File: src/rtl/cci_mpf_shim_active_limit_if.sv
// cci_mpf_shim_active_limit_if: AFU request, FIU back-pressure and response bundle
interface cci_mpf_shim_active_limit_if #(
    parameter int N_CHANNELS = 2
);
    logic [N_CHANNELS-1:0]   afu_req_valid;
    logic [2*N_CHANNELS-1:0] afu_req_len;
    logic [N_CHANNELS-1:0]   afu_almost_full;
    logic [N_CHANNELS-1:0]   fiu_req_valid;
    logic [2*N_CHANNELS-1:0] fiu_req_len;
    logic [N_CHANNELS-1:0]   fiu_almost_full;
    logic [N_CHANNELS-1:0]   rsp_valid;
    logic [2*N_CHANNELS-1:0] rsp_cnt;
    modport master (
        output afu_req_valid, afu_req_len, fiu_almost_full, rsp_valid, rsp_cnt,
        input  afu_almost_full, fiu_req_valid, fiu_req_len
    );
    modport slave (
        input  afu_req_valid, afu_req_len, fiu_almost_full, rsp_valid, rsp_cnt,
        output afu_almost_full, fiu_req_valid, fiu_req_len
    );
endinterface

File: src/rtl/cci_mpf_shim_active_limit.sv
// cci_mpf_shim_active_limit: per-channel in-flight line counter driving AFU almost-full
module cci_mpf_shim_active_limit #(
    parameter int N_CHANNELS        = 2,
    parameter int MAX_ACTIVE_REQS   = 128,
    parameter int ALMOST_FULL_SLACK = 8,
    parameter int CNT_W             = $clog2(MAX_ACTIVE_REQS + 4*ALMOST_FULL_SLACK + 1)
) (
    input  logic                          clk,
    input  logic                          reset,
    cci_mpf_shim_active_limit_if.slave    bus,
    input  logic [CNT_W-1:0]              limit,
    output logic [CNT_W*N_CHANNELS-1:0]   active_cnt,
    output logic [N_CHANNELS-1:0]         error_overflow,
    output logic [N_CHANNELS-1:0]         error_underflow
);
    typedef logic [CNT_W:0] wide_t;
    localparam wide_t MAX_W   = wide_t'(MAX_ACTIVE_REQS);
    localparam wide_t SLACK_W = wide_t'(4*ALMOST_FULL_SLACK);
    localparam wide_t ONE_W   = wide_t'(1);
    wide_t limit_w, limit_eff, thresh;
    // effective limit and threshold; floor of 1 keeps an empty channel from blocking itself
    always_comb begin
        limit_w   = {1'b0, limit};
        limit_eff = (limit_w == '0 || limit_w > MAX_W) ? MAX_W : limit_w;
        thresh    = (limit_eff > SLACK_W) ? limit_eff - SLACK_W : ONE_W;
    end
    // request path is a plain one-cycle register with no stall
    always_ff @(posedge clk or posedge reset) begin
        if (reset) begin
            bus.fiu_req_valid <= '0;
            bus.fiu_req_len   <= '0;
        end else begin
            bus.fiu_req_valid <= bus.afu_req_valid;
            bus.fiu_req_len   <= bus.afu_req_len;
        end
    end
    for (genvar g = 0; g < N_CHANNELS; g++) begin : gen_ch
        wide_t            req_lines, rsp_lines, sum, diff;
        logic [CNT_W-1:0] cnt, cnt_next;
        logic             under, af, ovf, unf;
        // net requests against retirements, saturating at zero and at all-ones
        always_comb begin
            req_lines = bus.afu_req_valid[g] ? wide_t'(bus.afu_req_len[2*g +: 2]) + ONE_W : '0;
            rsp_lines = bus.rsp_valid[g] ? wide_t'(bus.rsp_cnt[2*g +: 2]) + ONE_W : '0;
            sum       = {1'b0, cnt} + req_lines;
            under     = sum < rsp_lines;
            diff      = sum - rsp_lines;
            cnt_next  = under ? '0 : (diff[CNT_W] ? '1 : diff[CNT_W-1:0]);
        end
        // count, registered almost-full and sticky error flags; almost-full held high in reset
        always_ff @(posedge clk or posedge reset) begin
            if (reset) begin
                cnt <= '0;
                af  <= 1'b1;
                ovf <= 1'b0;
                unf <= 1'b0;
            end else begin
                cnt <= cnt_next;
                af  <= bus.fiu_almost_full[g] | ({1'b0, cnt_next} >= thresh);
                ovf <= ovf | ({1'b0, cnt_next} > limit_eff);
                unf <= unf | under;
            end
        end
        assign active_cnt[g*CNT_W +: CNT_W] = cnt;
        assign bus.afu_almost_full[g]       = af;
        assign error_overflow[g]            = ovf;
        assign error_underflow[g]           = unf;
    end
endmodule

File: src/flat_wrapper.sv
// flat-port wrapper written by rule: the top's interface ports become plain ports
module cci_mpf_shim_active_limit_flat 
#(
    parameter int N_CHANNELS        = 2,
    parameter int MAX_ACTIVE_REQS   = 128,
    parameter int ALMOST_FULL_SLACK = 8,
    parameter int CNT_W             = $clog2(MAX_ACTIVE_REQS + 4*ALMOST_FULL_SLACK + 1)
)
  (clk, reset, limit, active_cnt, error_overflow, error_underflow, bus_afu_req_valid, bus_afu_req_len, bus_fiu_almost_full, bus_rsp_valid, bus_rsp_cnt, bus_afu_almost_full, bus_fiu_req_valid, bus_fiu_req_len);
  cci_mpf_shim_active_limit_if #(.N_CHANNELS(N_CHANNELS)) bus_i ();
  input  logic clk;
  input  logic reset;
  input  logic [CNT_W-1:0] limit;
  output logic [CNT_W*N_CHANNELS-1:0] active_cnt;
  output logic [N_CHANNELS-1:0] error_overflow;
  output logic [N_CHANNELS-1:0] error_underflow;
  input wire logic [$bits(bus_i.afu_req_valid)-1:0] bus_afu_req_valid;
  input wire logic [$bits(bus_i.afu_req_len)-1:0] bus_afu_req_len;
  input wire logic [$bits(bus_i.fiu_almost_full)-1:0] bus_fiu_almost_full;
  input wire logic [$bits(bus_i.rsp_valid)-1:0] bus_rsp_valid;
  input wire logic [$bits(bus_i.rsp_cnt)-1:0] bus_rsp_cnt;
  output wire logic [$bits(bus_i.afu_almost_full)-1:0] bus_afu_almost_full;
  output wire logic [$bits(bus_i.fiu_req_valid)-1:0] bus_fiu_req_valid;
  output wire logic [$bits(bus_i.fiu_req_len)-1:0] bus_fiu_req_len;
  assign bus_i.afu_req_valid = bus_afu_req_valid;
  assign bus_i.afu_req_len = bus_afu_req_len;
  assign bus_i.fiu_almost_full = bus_fiu_almost_full;
  assign bus_i.rsp_valid = bus_rsp_valid;
  assign bus_i.rsp_cnt = bus_rsp_cnt;
  assign bus_afu_almost_full = bus_i.afu_almost_full;
  assign bus_fiu_req_valid = bus_i.fiu_req_valid;
  assign bus_fiu_req_len = bus_i.fiu_req_len;
  cci_mpf_shim_active_limit #(.N_CHANNELS(N_CHANNELS), .MAX_ACTIVE_REQS(MAX_ACTIVE_REQS), .ALMOST_FULL_SLACK(ALMOST_FULL_SLACK), .CNT_W(CNT_W)) u_core (.clk(clk), .reset(reset), .bus(bus_i), .limit(limit), .active_cnt(active_cnt), .error_overflow(error_overflow), .error_underflow(error_underflow));
endmodule
File: config.mk
export PLATFORM = sky130hd
export DESIGN_NAME = cci_mpf_shim_active_limit_flat
export DESIGN_NICKNAME = d
export VERILOG_FILES = /design/src/rtl/cci_mpf_shim_active_limit_if.sv /design/src/rtl/cci_mpf_shim_active_limit.sv /design/src/flat_wrapper.sv
export SDC_FILE = /design/constraint.sdc
export NUM_CORES = 1
export LEC_CHECK = 0
export CORE_ASPECT_RATIO = 0.5
export CORE_MARGIN = 4
export CORE_UTILIZATION = 30
export CTS_BUF_LIST = sky130_fd_sc_hd__clkbuf_2
export DETAILED_ROUTE_END_ITERATION = 12
export SYNTH_ARGS = -nofsm -noshare
export SYNTH_HDL_FRONTEND = slang
export SYNTH_SLANG_ARGS = --single-unit
File: constraint.sdc
create_clock -name clk -period 5.6 [get_ports clk]
set_clock_uncertainty 0.15 [all_clocks]
set_input_delay 0.56 -clock clk [delete_from_list [all_inputs] [get_ports clk]]
set_output_delay 0.56 -clock clk [all_outputs]
set_load 0.02 [all_outputs]
# Word level (Yosys, flattened, before mapping)
# Cells that the tools add are included.
[classes]
order_cmp = 8
addsub = 9
bitwise_logic = 6
n_mux = 10
n_reduce_logical = 2
[op_table]
columns = ["operator", "count"]
rows = [
  ["$mux W9", 5],
  ["$mux W8", 5],
  ["$add A8 B9 Y9", 2],
  ["$ge A8 B9 Y1", 2],
  ["$gt A8 B9 Y1", 2],
  ["$lt A9 B9 Y1", 2],
  ["$sub A9 B9 Y9", 2],
  ["$add A2 B1 Y3 const B", 4],
  ["$gt A9 B6 Y1 const B", 1],
  ["$sub A9 B6 Y9 const B", 1],
  ["$gt A8 B8 Y1 const B", 1],
  ["$logic_not A8 Y1", 1],
  ["$or A1 B1 Y1", 6],
  ["$logic_or A1 B1 Y1", 1],
]
[totals]
out_inout_bits = 28
ff_bits = 28

# Logic depth before layout (Yosys ltp)
# Gate-level depths: netlist of the first run.
[logic_depth]
depth_word = 8
ltp_mapped = 20
depth_no_buf = 20

# Worst setup path after synthesis of the first run
# OpenSTA, ideal clock, no wires.
[synth_path]
kind = "input to register"
from = "input bus_afu_req_len[2]"
to = "register u_core.gen_ch[1].af"
arrival_ns = 4.284
t_required_ns = 5.366
path_slack_ns = 1.082
cell_stages = 18
path_buffers = 0
setup_ns = 0.084
path_cell_list = "ha_1 -> and2_1 -> fa_1 -> xor2_1 -> ha_1 -> a21o_1 -> nor4_1 -> o21ai_0 -> nor3_1 -> nor2_1 -> a21o_1 -> ha_1 -> nand2b_1 -> a21o_1 -> a21oi_1 -> nor3_1 -> o31a_1 -> a311o_1"
[synth_between]
elab_chain_len = 8
[synth_lines]
columns = ["item", "line_no", "text"]
rows = [
  ["start, declared", "flat_wrapper.sv:18", "input wire logic [$bits(bus_i.afu_req_len)-1:0] bus_afu_req_len;"],
  ["$add A2 B1 Y3 (*)", "cci_mpf_shim_active_limit.sv:43", "req_lines = bus.afu_req_valid[g] ? wide_t'(bus.afu_req_len[2*g +: 2]) + ONE_W : '0;"],
  ["$mux W9 (*)", "cci_mpf_shim_active_limit.sv:43", ""],
  ["$add A8 B9 Y9 (*)", "cci_mpf_shim_active_limit.sv:45", "sum = {1'b0, cnt} + req_lines;"],
  ["$sub A9 B9 Y9", "cci_mpf_shim_active_limit.sv:47", "diff = sum - rsp_lines;"],
  ["$mux W8", "cci_mpf_shim_active_limit.sv:48", "cnt_next = under ? '0 : (diff[CNT_W] ? '1 : diff[CNT_W-1:0]);"],
  ["$mux W8 (*)", "cci_mpf_shim_active_limit.sv:48", ""],
  ["$ge A8 B9 Y1 (*)", "cci_mpf_shim_active_limit.sv:59", "af <= bus.fiu_almost_full[g] | ({1'b0, cnt_next} >= thresh);"],
  ["$or A1 B1 Y1 (*)", "cci_mpf_shim_active_limit.sv:59", ""],
  ["end signal, assigned", "cci_mpf_shim_active_limit.sv:59", ""],
  ["end, declared", "cci_mpf_shim_active_limit.sv:40", "logic under, af, ovf, unf;"],
]
# Every way passes the cells marked *; elsewhere a longest branch is shown, timed or not.

# Worst setup path in the final report of the first run
# Ends and elaborated chain as after synthesis.

==> run summary, run 1 <==
Critical path buffers and inverters: 1
CP top delay family: compound AO/OA/AOI/OAI gates
Period Utilization, post-route: 87.2%
Hold Vio Cnt, Final: 0
Synth Cell Area: 2860 um2
Rel. slew slack: 27.8%
Die Span X: 146 um
Clock Latency Late Sink: 0.39 ns
Clock sink count: 28
Post-synth cell types: 57
Post-synth EDFFs: 0
Final min period: 4.88 ns
Worst path depth: 19
Initial antenna violation count: 0
#FFs+latches synth: 28
Total power: 2.09 mW
Vias per inst: 4.98
Die height: 77.1 um
Final wirelength: 6.51 mm
Post-CTS sizing: 0
CTS tree: built
Vias in the first global route: 2396
Slowest stage cell, crit path: fa_1
Initial Util: 31.9%
Die area: 11300 um2
Worst hold stages: 1
Residual DRC: 0
Worst-path fanout max: 6
HP Start: u_core.gen_ch[0].ovf
Worst EP arrival: 5.11 ns
CTS root buffer: clkbuf_2
Setup violators final: 0
Final ANT Viol Nets: 0
R2R cell count: 17
Worst setup path start: bus_afu_req_len[2]
Worst-path cell chain: clkdlybuf4s50_1, ha_1, and2_1, fa_1, xor2_1, ha_1, a21o_1, nor4_1, o21ai_0, nor3_1, nor2_1, a21o_1, ha_1, nand2b_1, a21o_1, a21oi_1, nor3_1, o31a_1, a311o_1
Crit Path Category: input port to register
DP HPWL: 5.39 mm
Asr flop ratio synth: 100%
Largest net degree at the start of global routing: 29
Row cnt: 24
Via count: 2397
Bufs on Longest Clock Path: 2
I/O Buffers: 51
Mapped Nets: 397
Final #Nets: 441
Finished Core Util: 38.9%
P_leak: 1.53 nW
Worst Path Required: 5.82 ns
First-pass GRT wire length: 11.5 mm
Gr ovfl total: 0
# diodes: 0
Area Growth Syn to Fin: 21.9%
Register area share after synthesis: 24.6%
Max-cap violations: 0
R2R Path Start: u_core.gen_ch[1].cnt[0]
Share of cells above drive strength 1: 5.77%
Hold_buf cts: 0
Setup Buffers After CTS: 0
Routability cong.: 0.818
CP max stage delay: 0.45 ns
VDD IR-drop max: 0.152 mV
Routed wire per std cell: 13.5 um
Status: completed
Worst-path clk slew: 0.30 ns
Fill cell count: 876
CTS H-tree lvls: 1
Fin Setup TNS: 0 ns
CTS Buf Count: 3
CP endpoint kind: register
Max Slew Vio Count: 0
GRT Util Overall: 11.9%
Measured slew at the worst slew-check pin: 1.08 ns
Synth warnings: 0
Core ar.: 8980 um2
Cells after synthesis: 321
DR iter-0 viols: 88
DRT Pass-1 Iters: 5
Worst setup SP type: input port
Syn Area/Cell: 8.91 um2
Max Freq: 205 MHz
Power per Cell Area: 599 nW/um2
Worst Hold Class: register to register
Prevailing post-synth register cell: dfrtp_1
Boundary Pins: 52
RSZ-0062 raised after global routing: no
[per-stage QoR]
step / worst slack, ns / hold WS, ns / instances / cell area, um2
2_1_floorplan: 1.08 / 0.279 / 321 / 2860
3_3_place_gp: 0.345 / 0.296 / 477 / 3440
3_5_place_dp: 0.250 / 0.297 / 477 / 3440
4_1_cts: 0.734 / 0.356 / 481 / 3490
5_1_grt: 0.426 / 0.385 / 481 / 3490
6_report: 0.716 / 0.351 / 481 / 3490
[logic make-up (layout without fill, tap and decap cells)]
group,Yosys count,count (layout),share of synthesized area [%]
and+or+nand+nor,125,125,23.7
AOI/OAI and AO/OA,75,75,18.5
adders and majority gates,52,52,23.8
DFF,28,28,24.6
buffers and inverters,25,68,4.46
xor gates and xnor gates,13,13,3.98
muxes,3,3,1.05
[cell type report]
cell class	count	area (um2)	area share [%]
well taps	117	146	4.20
clock buffers	3	15.0	0.430
multi-input cells	268	2030	58.2
inverters	12	45.0	1.29
clock inverters	1	30.0	0.861
flip-flops and latches	28	703	20.2
repair buffers	52	518	14.8
[synth_stat cells, drive strengths merged (2+ instances only)]
| library cell | instances | share of area, % |
|---|---|---|
| ha | 48 | 21 |
| nor2 | 27 | 3.5 |
| dfrtp | 26 | 23 |
| nand2 | 26 | 3.4 |
| a21oi | 25 | 4.9 |
| a21o | 15 | 4.0 |
| nand2b | 13 | 2.8 |
| o21ai | 13 | 2.3 |
| inv | 11 | 1.4 |
| nor2b | 11 | 2.4 |
| nand3 | 10 | 1.7 |
| and2 | 9 | 2.0 |
| buf | 9 | 2.4 |
| xnor2 | 7 | 2.1 |
| nor3 | 6 | 1.0 |
| xor2 | 6 | 1.8 |
| clkbuf | 4 | 0.52 |
| fa | 4 | 2.8 |
| nand3b | 4 | 1.5 |
| a211oi | 3 | 0.96 |
| mux2i | 3 | 1.0 |
| nand4 | 3 | 0.66 |
| o21a | 3 | 0.79 |
| or4 | 3 | 0.92 |
| a221oi | 2 | 0.61 |
| a311oi | 2 | 0.83 |
| and3 | 2 | 0.48 |
| and4b | 2 | 0.70 |
| dfstp | 2 | 1.8 |
| nor3b | 2 | 0.70 |
| nor4 | 2 | 0.44 |
| nor4b | 2 | 0.61 |
| o31a | 2 | 0.61 |
| o32ai | 2 | 0.61 |
[placed cells by master (no fill, tap or decap), drive strengths merged, types with 2 or more instances in the layout]
master	synthesis	routed
and4b	2	2
o21a	3	3
nor3	6	6
clkdlybuf4s50	0	51
nand4	3	3
nand3b	4	4
nand2	26	26
ha	48	48
a21o	15	15
a221oi	2	2
nor2	27	27
o32ai	2	2
inv	11	11
and2	9	9
nor2b	11	11
and3	2	2
nand2b	13	13
nor3b	2	2
o31a	2	2
o21ai	13	13
a311oi	2	2
mux2i	3	3
dfstp	2	2
nor4b	2	2
xnor2	7	7
dfrtp	26	26
xor2	6	6
fa	4	4
nand3	10	10
a211oi	3	3
a21oi	25	25
nor4	2	2
clkbuf	4	3
or4	3	3
[sequential cells by signal, summed over array words and instances (netlist names)]
name                      flops
u_core.bus.fiu_req_len        4
u_core.gen_ch.cnt            16
u_core.bus.fiu_req_valid      2
u_core.gen_ch.unf             2
u_core.gen_ch.af              2
u_core.gen_ch.ovf             2
[final timing paths]
| path | slack, ns | endpoint |
|---|---|---|
| min in group asynchronous | 0.53 | u_core.bus.fiu_req_len[3] |
| worst min register to register | 0.35 | u_core.gen_ch[0].ovf |
| worst min-delay path | 0.35 | u_core.gen_ch[0].ovf |
| worst max register to register | 1.13 | u_core.gen_ch[1].af |
| worst max-delay path | 0.72 | u_core.gen_ch[1].af |
| max in group asynchronous | 4.10 | u_core.gen_ch[0].cnt[7] |
[report_power, final]
group          internal (mW)  leakage, nW  switching (mW)
registers              0.286        0.318           0.111
clock network         0.0614       0.0266          0.0653
logic                  0.731         1.18           0.833
[routing by layer]
layer,track usage (%),routed length (um),share of wire (%),vias up
met4,3.10,104,1.6,0
met2,19.1,2800,43,53
li1,-,-,-,1240
met3,1.59,269,4.1,10
met5,0,0,0,-
met1,17.0,3330,51,1094
Note: power is estimated with default switching activity, not from simulation.
==> run 2: changes to the inputs <==
Settings changed: CORE_UTILIZATION 30 to 55, PLACE_DENSITY set to 0.83.
==> run summary, run 2 (same netlist as run 1, synthesis figures left out) <==
Grt peak-use layer: met2
Setup Buffers After CTS: 0
Worst-path clk slew: 0.27 ns
Area Growth Syn to Fin: 18.7%
Top flop regs: u_core.gen_ch.cnt: 16 flops, u_core.bus.fiu_req_len: 4 flops
Routed wire per std cell: 15.6 um
DP Area: 3380 um2
Placed cells: 429
Die height: 59.0 um
CTS tree: built
Max Slew Vio Count: 0
RSZ-0062 raised after global routing: no
# diodes: 0
Vias in the first global route: 2663
Power per Cell Area: 607 nW/um2
DR iter-0 viols: 97
Most common cell after layout, fill and taps aside: clkdlybuf4s50_1
Most frequent cells in the layout: clkdlybuf4s50_1, ha_1, nor2_1
Largest net degree at the start of global routing: 29
Share of cells above drive strength 1: 5.23%
Measured slew at the worst slew-check pin: 1.04 ns
Worst-path cell chain: clkdlybuf4s50_1, ha_1, and2_1, fa_1, xor2_1, ha_1, a21o_1, nor4_1, o21ai_0, nor3_1, nor2_1, a21o_1, ha_1, nand2b_1, a21o_1, a21oi_1, nor3_1, o31a_1, a311o_1
Final #Nets: 440
CTS root buffer: clkbuf_2
Finished Core Util: 68.2%
Bufs on Longest Clock Path: 2
Met3 Use GR: 2.61%
Fin Setup TNS: 0 ns
VDD IR-drop max: 0.406 mV
Vias per inst: 5.80
Rel. slew slack: 30.8%
Worst setup SP type: input port
Clock Latency Late Sink: 0.37 ns
WHS Endpoint: u_core.gen_ch[0].ovf
Status: completed
First-pass GRT wire length: 11.9 mm
Max Freq: 198 MHz
Die Span X: 110 um
Crit Path Category: input port to register
Critical path buffers and inverters: 1
Routability cong.: 0.883
Row cnt: 18
Met2 Track Usage GR: 43.3%
Largest register by flop count: u_core.gen_ch.cnt
CP max stage delay: 0.46 ns
CTS Buf Count: 3
Die area: 6490 um2
Worst Hold Class: register to register
Worst-path fanout max: 6
Worst setup path start: bus_afu_req_len[2]
CP top delay family: compound AO/OA/AOI/OAI gates
Total power: 2.06 mW
CTS H-tree lvls: 1
R2R Path End: u_core.gen_ch[1].af
Design area: 3400 um2
CP endpoint kind: register
HP Start: u_core.gen_ch[0].ovf
Residual DRC: 0
GRT Util Overall: 22.7%
Hold Vio Cnt, Final: 0
Boundary Pins: 52
Via count: 2513
Initial Util: 57.5%
Reg2reg setup slack: 1.01 ns
Period Utilization, post-route: 90.4%
Initial antenna violation count: 0
Post-CTS sizing: 0
R2R cell count: 17
I/O Buffers: 51
Final min period: 5.06 ns
GR Layer Usage met1: 27.4%
Max FFs per register: 16
DP HPWL: 5.70 mm
Gr ovfl total: 0
Worst hold stages: 1
DRT Pass-1 Iters: 4
Worst Path Required: 5.80 ns
Hold_buf cts: 0
Slowest stage cell, crit path: fa_1
Max-cap violations: 0
R2R Path Start: u_core.gen_ch[1].cnt[0]
Final ANT Viol Nets: 0
Worst EP arrival: 5.26 ns
Clock sink count: 28
Non-Filler Instances: 433
P_leak: 1.51 nW
Final wirelength: 6.74 mm
Core ar.: 4980 um2
Setup violators final: 0
==> run 2: changes by cell type in the layout (fill, tap and decap cells not counted) <==
cell,change
buf_4,-1
bufinv_16,-1
clkinv_1,+1
==> run 2: final cells by class <==
type / instances / area [um2]
clock buffers: 3 / 15.0
clock inverters: 1 / 3.75
fillers: 390 / 1580
inverters: 12 / 45.0
multi-input cells: 268 / 2030
flip-flops and latches: 28 / 703
well taps: 70 / 87.6
repair buffers: 51 / 510
==> run 2: worst max path at each step <==
stage / endpoint / cells after the start
floorplan: u_core.gen_ch[1].af / 18
global placement: u_core.gen_ch[1].af / 19
detailed placement: u_core.gen_ch[1].af / 19
CTS: u_core.gen_ch[1].af / 19
global route: u_core.gen_ch[1].af / 19
finish: u_core.gen_ch[1].af / 19
==> run 2: power by group <==
| group | leakage, nW | switching (mW) | internal (mW) |
|---|---|---|---|
| logic | 1.18 | 0.859 | 0.735 |
| registers | 0.318 | 0.106 | 0.286 |
| clock network | 0.0140 | 0.0595 | 0.0155 |
==> run 2: through the flow <==
stage          hold WS (ns)  setup slack (ns)
2_1_floorplan         0.279              1.08
3_3_place_gp          0.290             0.442
3_5_place_dp          0.297             0.130
4_1_cts               0.352             0.585
5_1_grt               0.372             0.394
6_report              0.348             0.539
==> run 2: per-layer routing <==
layer	up-vias	routed length, um
li1	1239	-
met1	1208	2970
met2	52	3460
met3	14	179
met4	0	134
met5	-	0
==> run 2: worst register-to-register path: cells and delay by family (launching register included) <==
kind	cells	cell delay [ns]
adders and majority gates	4	1.28
DFF	1	0.44
AOI/OAI and AO/OA	7	1.65
xor gates and xnor gates	1	0.18
and+or+nand+nor	5	0.85
